`config.mk`:
```
export PLATFORM = sky130hd
export DESIGN_NAME = flags_ctrl
export DESIGN_NICKNAME = d
export VERILOG_FILES = /design/src/rtl/flags_ctrl_pkg.sv /design/src/rtl/flags_ctrl_cond_eval.sv /design/src/rtl/flags_ctrl.sv
export SDC_FILE = /design/constraint.sdc
export NUM_CORES = 1
export LEC_CHECK = 0
export ABC_CLOCK_PERIOD_IN_PS = 2700
export CORE_MARGIN = 10
export CORE_UTILIZATION = 49
export CTS_BUF_LIST = sky130_fd_sc_hd__clkbuf_4
export DETAILED_ROUTE_END_ITERATION = 8
export GPL_TIMING_DRIVEN = 0
export HOLD_SLACK_MARGIN = 0.02
export PLACE_DENSITY = 0.82
export SYNTH_ARGS = -nofsm -noshare
export SYNTH_HDL_FRONTEND = slang
export SYNTH_SLANG_ARGS = --single-unit
```
`constraint.sdc`:
```
create_clock -name i_clk -period 2.7 [get_ports i_clk]
set_clock_uncertainty 0.05 [all_clocks]
set_input_delay 0.54 -clock i_clk [delete_from_list [all_inputs] [get_ports i_clk]]
set_output_delay 0.54 -clock i_clk [all_outputs]
set_load 0.05 [all_outputs]
```
`src/rtl/flags_ctrl_pkg.sv`:
```
// rtl/flags_ctrl_pkg.sv - shared constants and types for the NZCVQ flags controller
package flags_ctrl_pkg;

    // Condition-code field encodings (1111 never passes)
    localparam logic [3:0] COND_EQ = 4'b0000;
    localparam logic [3:0] COND_NE = 4'b0001;
    localparam logic [3:0] COND_CS = 4'b0010;
    localparam logic [3:0] COND_CC = 4'b0011;
    localparam logic [3:0] COND_MI = 4'b0100;
    localparam logic [3:0] COND_PL = 4'b0101;
    localparam logic [3:0] COND_VS = 4'b0110;
    localparam logic [3:0] COND_VC = 4'b0111;
    localparam logic [3:0] COND_HI = 4'b1000;
    localparam logic [3:0] COND_LS = 4'b1001;
    localparam logic [3:0] COND_GE = 4'b1010;
    localparam logic [3:0] COND_LT = 4'b1011;
    localparam logic [3:0] COND_GT = 4'b1100;
    localparam logic [3:0] COND_LE = 4'b1101;
    localparam logic [3:0] COND_AL = 4'b1110;

    // Bit positions within the {N,Z,C,V,Q} flags vector
    localparam int FLAG_N = 4;
    localparam int FLAG_Z = 3;
    localparam int FLAG_C = 2;
    localparam int FLAG_V = 1;
    localparam int FLAG_Q = 0;

    // Write-mask groups
    localparam logic [2:0] GRP_NZ = 3'b100;
    localparam logic [2:0] GRP_CV = 3'b010;
    localparam logic [2:0] GRP_Q  = 3'b001;

    typedef enum logic {
        RUN  = 1'b0,
        WAIT = 1'b1
    } state_t;

endpackage

```
`src/rtl/flags_ctrl_cond_eval.sv`:
```
// rtl/flags_ctrl_cond_eval.sv - combinational condition-code evaluation against N,Z,C,V
module flags_ctrl_cond_eval
    import flags_ctrl_pkg::*;
(
    input  logic [3:0] i_nzcv,
    input  logic [3:0] i_cond,
    output logic       o_pass
);

    logic w_n, w_z, w_c, w_v;

    assign w_n = i_nzcv[3];
    assign w_z = i_nzcv[2];
    assign w_c = i_nzcv[1];
    assign w_v = i_nzcv[0];

    // Decode the condition field into a pass/fail for the Execute instruction
    always_comb begin
        o_pass = 1'b0;
        case (i_cond)
            COND_EQ: o_pass = w_z;
            COND_NE: o_pass = ~w_z;
            COND_CS: o_pass = w_c;
            COND_CC: o_pass = ~w_c;
            COND_MI: o_pass = w_n;
            COND_PL: o_pass = ~w_n;
            COND_VS: o_pass = w_v;
            COND_VC: o_pass = ~w_v;
            COND_HI: o_pass = w_c & ~w_z;
            COND_LS: o_pass = ~w_c | w_z;
            COND_GE: o_pass = (w_n == w_v);
            COND_LT: o_pass = (w_n != w_v);
            COND_GT: o_pass = ~w_z & (w_n == w_v);
            COND_LE: o_pass = w_z | (w_n != w_v);
            COND_AL: o_pass = 1'b1;
            default: o_pass = 1'b0;
        endcase
    end

endmodule

```
`src/rtl/flags_ctrl.sv`:
```
// rtl/flags_ctrl.sv - architectural NZCVQ flags register with multi-cycle writer tracking and shadow
module flags_ctrl
    import flags_ctrl_pkg::*;
#(
    parameter int TIMEOUT = 32
) (
    input  logic       i_clk,
    input  logic       i_reset_n,
    input  logic       i_valid_e,
    input  logic [3:0] i_cond_e,
    input  logic [2:0] i_flags_write_e,
    input  logic       i_multi_e,
    input  logic [4:0] i_alu_flags_e,
    input  logic       i_multi_done,
    input  logic [4:0] i_multi_flags,
    input  logic       i_reads_flags_d,
    input  logic       i_writes_flags_d,
    input  logic       i_save_flags,
    input  logic       i_restore_flags,
    output logic [4:0] o_flags,
    output logic [4:0] o_saved_flags,
    output logic       o_cond_ex_e,
    output logic       o_stall_d,
    output logic       o_busy,
    output logic       o_timeout
);

    localparam int CW = $clog2(TIMEOUT + 1);

    state_t          r_state;
    logic [4:0]      r_flags;
    logic [4:0]      r_saved;
    logic [2:0]      r_pend_mask;
    logic [CW-1:0]   r_cnt;
    logic            r_timeout;
    logic            w_cond_pass;
    logic            w_commit;

    // Load only the groups selected by the mask; unselected groups keep their old value
    function automatic logic [4:0] merge_flags(input logic [4:0] old_f,
                                               input logic [4:0] new_f,
                                               input logic [2:0] mask);
        logic [4:0] r;
        r = old_f;
        if (|(mask & GRP_NZ)) begin
            r[FLAG_N] = new_f[FLAG_N];
            r[FLAG_Z] = new_f[FLAG_Z];
        end
        if (|(mask & GRP_CV)) begin
            r[FLAG_C] = new_f[FLAG_C];
            r[FLAG_V] = new_f[FLAG_V];
        end
        if (|(mask & GRP_Q)) begin
            r[FLAG_Q] = new_f[FLAG_Q];
        end
        return r;
    endfunction

    flags_ctrl_cond_eval u_cond_eval (
        .i_nzcv (r_flags[FLAG_N:FLAG_V]),
        .i_cond (i_cond_e),
        .o_pass (w_cond_pass)
    );

    assign w_commit      = i_valid_e & w_cond_pass & (i_flags_write_e != 3'b000);
    assign o_cond_ex_e   = w_cond_pass;
    assign o_busy        = (r_state == WAIT);
    assign o_stall_d     = o_busy & (i_reads_flags_d | i_writes_flags_d);
    assign o_flags       = r_flags;
    assign o_saved_flags = r_saved;
    assign o_timeout     = r_timeout;

    // Flags/shadow update and RUN/WAIT sequencing; restore overrides every other writer
    always_ff @(posedge i_clk or negedge i_reset_n) begin
        if (!i_reset_n) begin
            r_state     <= RUN;
            r_flags     <= 5'b00000;
            r_saved     <= 5'b00000;
            r_pend_mask <= 3'b000;
            r_cnt       <= '0;
            r_timeout   <= 1'b0;
        end else begin
            if (i_save_flags) begin
                r_saved <= r_flags;
            end
            if (i_restore_flags) begin
                r_flags     <= r_saved;
                r_state     <= RUN;
                r_pend_mask <= 3'b000;
                r_cnt       <= '0;
            end else begin
                case (r_state)
                    RUN: begin
                        if (w_commit) begin
                            if (i_multi_e) begin
                                r_pend_mask <= i_flags_write_e;
                                r_cnt       <= CW'(TIMEOUT);
                                r_state     <= WAIT;
                            end else begin
                                r_flags <= merge_flags(r_flags, i_alu_flags_e, i_flags_write_e);
                            end
                        end
                    end
                    WAIT: begin
                        if (i_multi_done) begin
                            r_flags     <= merge_flags(r_flags, i_multi_flags, r_pend_mask);
                            r_pend_mask <= 3'b000;
                            r_cnt       <= '0;
                            r_state     <= RUN;
                        end else if (r_cnt <= CW'(1)) begin
                            r_timeout   <= 1'b1;
                            r_pend_mask <= 3'b000;
                            r_cnt       <= '0;
                            r_state     <= RUN;
                        end else begin
                            r_cnt <= r_cnt - CW'(1);
                        end
                    end
                    default: r_state <= RUN;
                endcase
            end
        end
    end

endmodule

```
# Yosys cells after proc, flatten, opt, wreduce, memory -nomap -nowiden
# Cells that the tools add are included.
[classes] magnitude_cmp=1 n_addsub=1 mux=30 n_eq_ne=27 bitwise=15 n_reduce_logical=8
[ops] operator="two-way mux 6 bit" n=5
[ops] operator="equality test 4 bit, second input constant" n=7
[ops] operator="!= test 3 bit, second input constant" n=7
[ops] operator="two-way mux 5 bit" n=4
[ops] operator="equality test 4 x 3 -> 1 bit, second input constant" n=4
[ops] operator="two-way mux 3 bit" n=5
[ops] operator="case mux 1 bit (15 select lines)" n=1
[ops] operator="AND reduction 5 bit" n=3
[ops] operator="case mux 6 bit (2 select lines)" n=1
[ops] operator="case mux 5 bit (2 select lines)" n=1
[ops] operator="!= test 3 x 2 -> 1 bit, second input constant" n=3
[ops] operator="equality test 4 x 2 -> 1 bit, second input constant" n=2
[ops] operator="two-way mux 2 bit" n=4
[ops] operator="two-way mux 1 bit" n=7
[ops] operator="inverter 1 bit" n=7
[ops] operator="<= comparator 6 x 1 -> 1 bit, second input constant" n=1
[ops] operator="case mux 3 bit (2 select lines)" n=1
[ops] operator="subtractor 6 x 1 -> 6 bit, second input constant" n=1
[ops] operator="bitwise AND 1 bit" n=5
[ops] operator="equality test 4 x 1 -> 1 bit, second input constant" n=1
[ops] operator="logical NOT 4 bit" n=1
[ops] operator="!= test 4 x 3 -> 1 bit, second input constant" n=1
[ops] operator="AND reduction 4 bit" n=1
[ops] operator="bitwise OR 1 bit" n=3
[ops] operator="6 further kinds" n=6
[word_totals] ff_bits=21

# Longest topological paths before layout
# Gate-level depths: netlist (run 1).
[logic_depth] ltp_word=8 mapped_depth=8 mapped_depth_nobuf=7

# By module
# Synthesis (run 1) repeated with hierarchy kept, for this count alone.
[hier_totals] cells_unflattened=131 area_unflattened_um2=1332.5
[by_module_without_submodules] module="flags_ctrl" n_inst=1 area_each_um2=1138.6 cells_per_inst=103
[by_module_without_submodules] module="flags_ctrl_cond_eval" n_inst=1 area_each_um2=193.9 cells_per_inst=28

# Least setup slack after synthesis (run 1)
# Ideal clock, no wire load.
[synth_path] path_kind="input-to-output" from="input port i_cond_e[0]" to="output port o_cond_ex_e" n_path_buf=1 arrival_time_ns=1.841 stages=5 path_slack_ns=0.269 cell_sequence="buf_6 xor2_1 a21boi_0 o21ai_0 nand4_1"
[synth_via] elab_chain_len=2 elab_cells_between_ends=16
[synth_rtl] element="from (decl)" line="flags_ctrl.sv:10" rtl="input logic [3:0] i_cond_e,"
[synth_rtl] element="equality test 4 bit, or another cell as far along" line="flags_ctrl_cond_eval.sv:20" rtl="case (i_cond)"
[synth_rtl] element="case mux 1 bit (15 select lines) (*)" line="flags_ctrl_cond_eval.sv:20"
[synth_rtl] element="to (decl)" line="flags_ctrl.sv:22" rtl="output logic o_cond_ex_e,"
# Every way passes the cells marked *; elsewhere a longest branch is shown, timed or not.

# Final worst setup path (run 1)
[layout_path] from="input port i_cond_e[1]" to="output port o_cond_ex_e"
# The elaborated chain is that of the path after synthesis.

==> results of run 1 <==
flip-flops by register name, summed over array words and instances, names as in the netlist:
register	count
r_pend_mask	3
r_cnt	6
o_timeout	1
o_flags	5
o_saved_flags	5
o_busy	1
worst max path at each step:
| stage | startpoint | to |
|---|---|---|
| after CTS | i_cond_e[2] | o_cond_ex_e |
| after global routing | i_cond_e[1] | o_cond_ex_e |
| final | i_cond_e[1] | o_cond_ex_e |
| after floorplan | i_cond_e[0] | o_cond_ex_e |
| after detailed placement | i_cond_e[2] | o_cond_ex_e |
| after global placement | i_cond_e[2] | o_cond_ex_e |
worst max-delay path, delay by kind of cell:
| family | cells | cell delay, ps |
|---|---|---|
| buf+inv | 2 | 670 |
| simple gates | 2 | 390 |
| compound gates | 2 | 350 |
area by class of cell:
type,count,area (um2),share of cell area (%)
timing repair buffer,38,377,20.5
tap,31,38.8,2.11
multi-input combinational,106,782,42.6
clock inverter,1,5.00,0.273
clock buffer,3,22.5,1.23
buffer,8,55.1,3.00
inverter,8,30.0,1.64
sequential,21,526,28.6
repair_timing:
action                                  CTS  global route
gates resized for setup                   8             2
hold buffers                              0             0
endpoints found under the setup margin    1             1
setup buffers                             0             1
pin swaps                                 0             1
cloned                                    0             1
cells in the final DEF (no fill, tap or decap), types with 3 or more instances in the layout:
cell,n
buf_6,3
clkbuf_1,4
clkbuf_4,3
clkdlybuf4s50_1,34
dfrtp_1,21
inv_1,8
mux2_2,12
mux2i_1,7
nand2_1,10
nand2b_1,3
nand4_1,3
nor2_1,8
nor3_1,5
nor3b_1,3
o21ai_0,10
o22ai_1,3
per-layer routing:
metal | track usage, % | up-vias | part of all wire [%]
met4 | 4.85 | 0 | 1.2
met2 | 22.8 | 37 | 52
met3 | 3.54 | 6 | 7.0
li1 | - | 614 | -
met1 | 14.5 | 604 | 39
met5 | 0 | - | 0
per-stage QoR:
stage / area, um2 / total power [mW] / cells
global placement: 1790 / 0.925 / 210
detailed placement: 1790 / 0.940 / 210
finish: 1840 / 1.09 / 216
floorplan: 1390 / 0.745 / 143
global route: 1840 / 1.15 / 216
CTS: 1820 / 1.10 / 214
where the power goes:
| group | internal, mW | total (mW) | switching, mW |
|---|---|---|---|
| combinational | 0.209 | 0.514 | 0.304 |
| clock | 0.0554 | 0.155 | 0.0992 |
| sequential | 0.365 | 0.422 | 0.0575 |
| total | 0.629 | 1.09 | 0.461 |
cell families after synthesis:
kind of cell,count (synthesis),share of synthesized area (%)
DFF,21,37.8
AOI/OAI and AO/OA,37,20.1
buffers and inverters,16,5.86
muxes,19,14.8
xor gates and xnor gates,4,2.52
and+or+nand+nor,44,17.1
adders and majority gates,2,1.80
==> flow_summary.yaml, run 1 <==
clock_tree:
  clock_sinks: 21
  clk_pin_slew_ps: 120
  htreeDepth: 1
  numCtsBuffers: 3
  cts_tree: "yes"
  clock-root-buffer: "clkbuf_4"
  worstSkewPairLatency_ps: 310
  clock_path_buffers: 2
drt:
  post_drt_wl_per_cell_um: 16.3
  drcViolationCount: 0
  viasPerCell: 5.84
  drt_wl_total_um: 3520
  via_count: 1261
  firstDrtPassIters: 4
  postRouteAntennaNets: 0
  drt_iter0_drc: 58
setup_path:
  cp.arrival_ps: 1960
  worstPathMaxFanout: 6
  r2r_start: "o_flags[4]$_DFFE_PN0P_"
  worstSetupStartpointType: "input pin"
  r2r_slack_ps: 380
  crit_chain: "clkdlybuf4s50_1, nor3b_1, a21oi_1, o31a_1, nand4_1, buf_6"
  reg2regPathDepth: 7
  critical_path.slowest_cell: "clkdlybuf4s50_1"
  required_ps: 2110
  max_stage_delay_ps: 500
  cp-end-kind: "primary output"
  rr_endpoint: "o_flags[0]$_DFFE_PN0P_"
  critPathKind: "in2out"
worst_hold_path:
  hold_path_end: "o_timeout$_DFFE_PN0P_"
  whs_path_depth: 1
  min-delay-start: "o_timeout$_DFFE_PN0P_"
  hold_path.class: "reg2reg"
synth:
  synthArstFlopShare_pct: 100
  yosys_warnings: 0
  avgSynthCellArea_um2: 9.71
  synth.distinct_cells: 45
  synth_top_area_share_pct: 37.8
  synth_area_leaders: "dfrtp_1 (38%), mux2_2 (9.7%), mux2i_1 (5.0%)"
  netlist_top_cells_count: "dfrtp_1 (21), mux2_2 (12), o21ai_0 (11)"
  synth_seq_cells: 21
  yosysTopAreaCell: "dfrtp_1"
  synth_nets: 171
  ys_seq_area_share_pct: 37.8
  synthesis.instances: 143
  ys.flop_type: "dfrtp_1"
  syn-cell-area_mm2: 0.00139
  synth-edff-count: 0
  yosysMostFrequentCell: "dfrtp_1"
global_routing:
  overflow: 0
  grt_pass1_wl_um: 5730
  grt_use_total_pct: 13.0
  grt_pass1_vias: 1232
  antenna_found_initial: 0
  grt_max_degree: 22
timing:
  setup_viol: 0
  rsz0062_at_grt: "no"
  fin_hold_ws_ps: 430
  tightestPinTransition_ps: 930
  fin_crit_ps: 2550
  finalSetupTns_ps: 0
  slew_viol_final: 0
  worst_slack_ps: 154
  fin_crit_sh_pct: 94.3
  max_freq_mhz: 393
  hold_violations: 0
  slew_headroom_pct: 37.8
floorplan:
  die-height_um: 73.2
  ios: 40
  core_area_mm2: 0.00273
  die_x_um: 73.2
  die_area_mm2: 0.00536
  rows: 19
  start_util_pct: 50.8
place:
  pre_cts_ws_ps: -617
  portBuffers: 36
  place_congestion: 0.769
  dpl.hpwl_um: 2770
power_and_ir_drop:
  leakage_nw: 0.775
  p_per_area_mw_per_mm2: 594
  peakVddDrop_mv: 0.564
status:
  status: "finished, final reports clean"
cells_and_area:
  drive_gt1_share_pct: 16.2
  postLayoutCoreUtil_pct: 67.1
  fillCellCount: 216
  diodes: 0
  area_growth_pct: 32.2
  final_nets: 214
job:
  maxCapViolCount: 0
Note: power is estimated with default switching activity, not from simulation.
==> run 2, diff against run 1 <==
Settings changed: GPL_TIMING_DRIVEN 0 to not set.
==> run 2 against run 1 <==
Via count is 0.79% higher. Combinational power is 3% higher. Largest power group unchanged. Largest cell class unchanged. Critical path depth stayed put.
==> flow_summary.yaml, run 2 (synthesis results as in run 1) <==
clock_tree:
  clock-root-buffer: "clkbuf_4"
  worstSkewPairLatency_ps: 310
  clk_pin_slew_ps: 120
  htreeDepth: 1
  clock_path_buffers: 2
  cts_tree: "yes"
  numCtsBuffers: 3
  clock_sinks: 21
floorplan:
  die_area_mm2: 0.00536
  start_util_pct: 50.8
  ios: 40
  rows: 19
  die_x_um: 73.2
  die-height_um: 73.2
  core_area_mm2: 0.00273
drt:
  viasPerCell: 5.78
  postRouteAntennaNets: 0
  via_count: 1271
  post_drt_wl_per_cell_um: 16.8
  drt_wl_total_um: 3700
  drt_iter0_drc: 86
  firstDrtPassIters: 7
  drcViolationCount: 0
cells_and_area:
  largest_register_ffs: 6
  mostFrequentLayoutCells: "clkdlybuf4s50_1 (34), dfrtp_1 (21), mux2_2 (12), buf_4 (12), o21ai_0 (11)"
  area_growth_pct: 35.4
  diodes: 0
  final_nets: 218
  top_register: "r_cnt"
  layout_commonest_cell: "clkdlybuf4s50_1"
  drive_gt1_share_pct: 19.6
timing:
  rsz0062_at_grt: "no"
  fin_crit_ps: 2560
  setup_viol: 0
  hold_violations: 0
  finalSetupTns_ps: 0
  tightestPinTransition_ps: 516
  max_freq_mhz: 391
  slew_viol_final: 0
  slew_headroom_pct: 65.5
  fin_crit_sh_pct: 94.7
  worst_slack_ps: 144
setup_path:
  cp.depth: 6
  crit_chain: "clkdlybuf4s50_1, nor3b_1, a21oi_1, o31a_1, nand4_1, buf_12"
  cp.buffers_inverters: 2
  critical_path.slowest_cell: "clkdlybuf4s50_1"
  max_stage_delay_ps: 510
  required_ps: 2110
  critPathKind: "in2out"
  worstSetupStartpointType: "input pin"
  worstPathMaxFanout: 6
  path_delay_family: "buffers and inverters"
  reg2regPathDepth: 6
  cp-end-kind: "primary output"
  cp.arrival_ps: 1970
global_routing:
  grt_max_degree: 22
  grt_use_total_pct: 14.3
  overflow: 0
  grt_pass1_vias: 1356
  grt_pass1_wl_um: 6330
  antenna_found_initial: 0
job:
  maxCapViolCount: 0
worst_hold_path:
  whs_path_depth: 1
  hold_path.class: "reg2reg"
place:
  dpl.hpwl_um: 2970
  pre_cts_ws_ps: -142
  portBuffers: 39
  place_congestion: 0.800
power_and_ir_drop:
  leakage_nw: 0.808
  peakVddDrop_mv: 0.621
  p_per_area_mw_per_mm2: 587
status:
  status: "finished, final reports clean"
-- run 2: cell count changes in the layout (fill, tap and decap cells not counted) --
cell	delta
clkbuf_1	-4
buf_12	+1
o21ai_1	-1
buf_2	-1
clkbuf_8	-1
dlygate4sd2_1	+3
buf_4	+11
o21ai_0	+1
dlymetal6s2s_1	-1
buf_1	-1
buf_6	-3
-- run 2: cell type report --
type	count	area [um2]
Timing Repair Buffer	50	477
Clock inverter	1	5.00
Sequential cell	21	526
Clock buffer	3	22.5
Inverter	8	30.0
Multi-Input combinational cell	106	782
Tap cell	31	38.8
Fill cell	221	853
-- run 2: worst paths after layout --
kind | start | end | slack [ps]
worst min register to register | o_timeout$_DFFE_PN0P_ | o_timeout$_DFFE_PN0P_ | 430
min in group asynchronous | i_reset_n | r_cnt[2]$_DFFE_PN0P_ | 500
worst max register to register | o_flags[4]$_DFFE_PN0P_ | o_flags[1]$_DFFE_PN0P_ | 510
worst max-delay path | i_cond_e[1] | o_cond_ex_e | 140
worst min-delay path | o_timeout$_DFFE_PN0P_ | o_timeout$_DFFE_PN0P_ | 430
max in group asynchronous | i_reset_n | o_flags[3]$_DFFE_PN0P_ | 1880
-- run 2: per-layer routing --
layer	track usage (%)	vias up	wire, um
met3	4.63	4	232
met5	0	-	0
li1	-	622	-
met1	15.6	610	1460
met4	3.59	0	34
met2	25.9	35	1970
-- run 2: report_power, final --
| part | switching [mW] | internal [mW] | leakage, nW | total (mW) |
|---|---|---|---|---|
| clock | 0.0985 | 0.0554 | 0.0177 | 0.154 |
| sequential | 0.0594 | 0.365 | 0.272 | 0.424 |
| combinational | 0.305 | 0.222 | 0.517 | 0.527 |
-- run 2: timing repair --
item,4_1_cts,5_1_grt
setup buffers,0,0
setup endpoints to repair,1,0
hold buffers,0,0
endpoints found under the hold margin,0,0
resized for setup,3,0
-- run 2: stage by stage --
stage / power (mW) / cells / utilization [%] / instance area (um2) / hold WS [ps]
6_report: 1.10 / 220 / 68.8 / 1880 / 428
5_1_grt: 1.17 / 220 / 68.8 / 1880 / 467
4_1_cts: 1.11 / 220 / 68.8 / 1880 / 437
2_1_floorplan: 0.745 / 143 / - / 1390 / 194
3_5_place_dp: 0.961 / 216 / 67.9 / 1860 / 400
3_3_place_gp: 0.950 / 216 / 67.9 / 1860 / 397
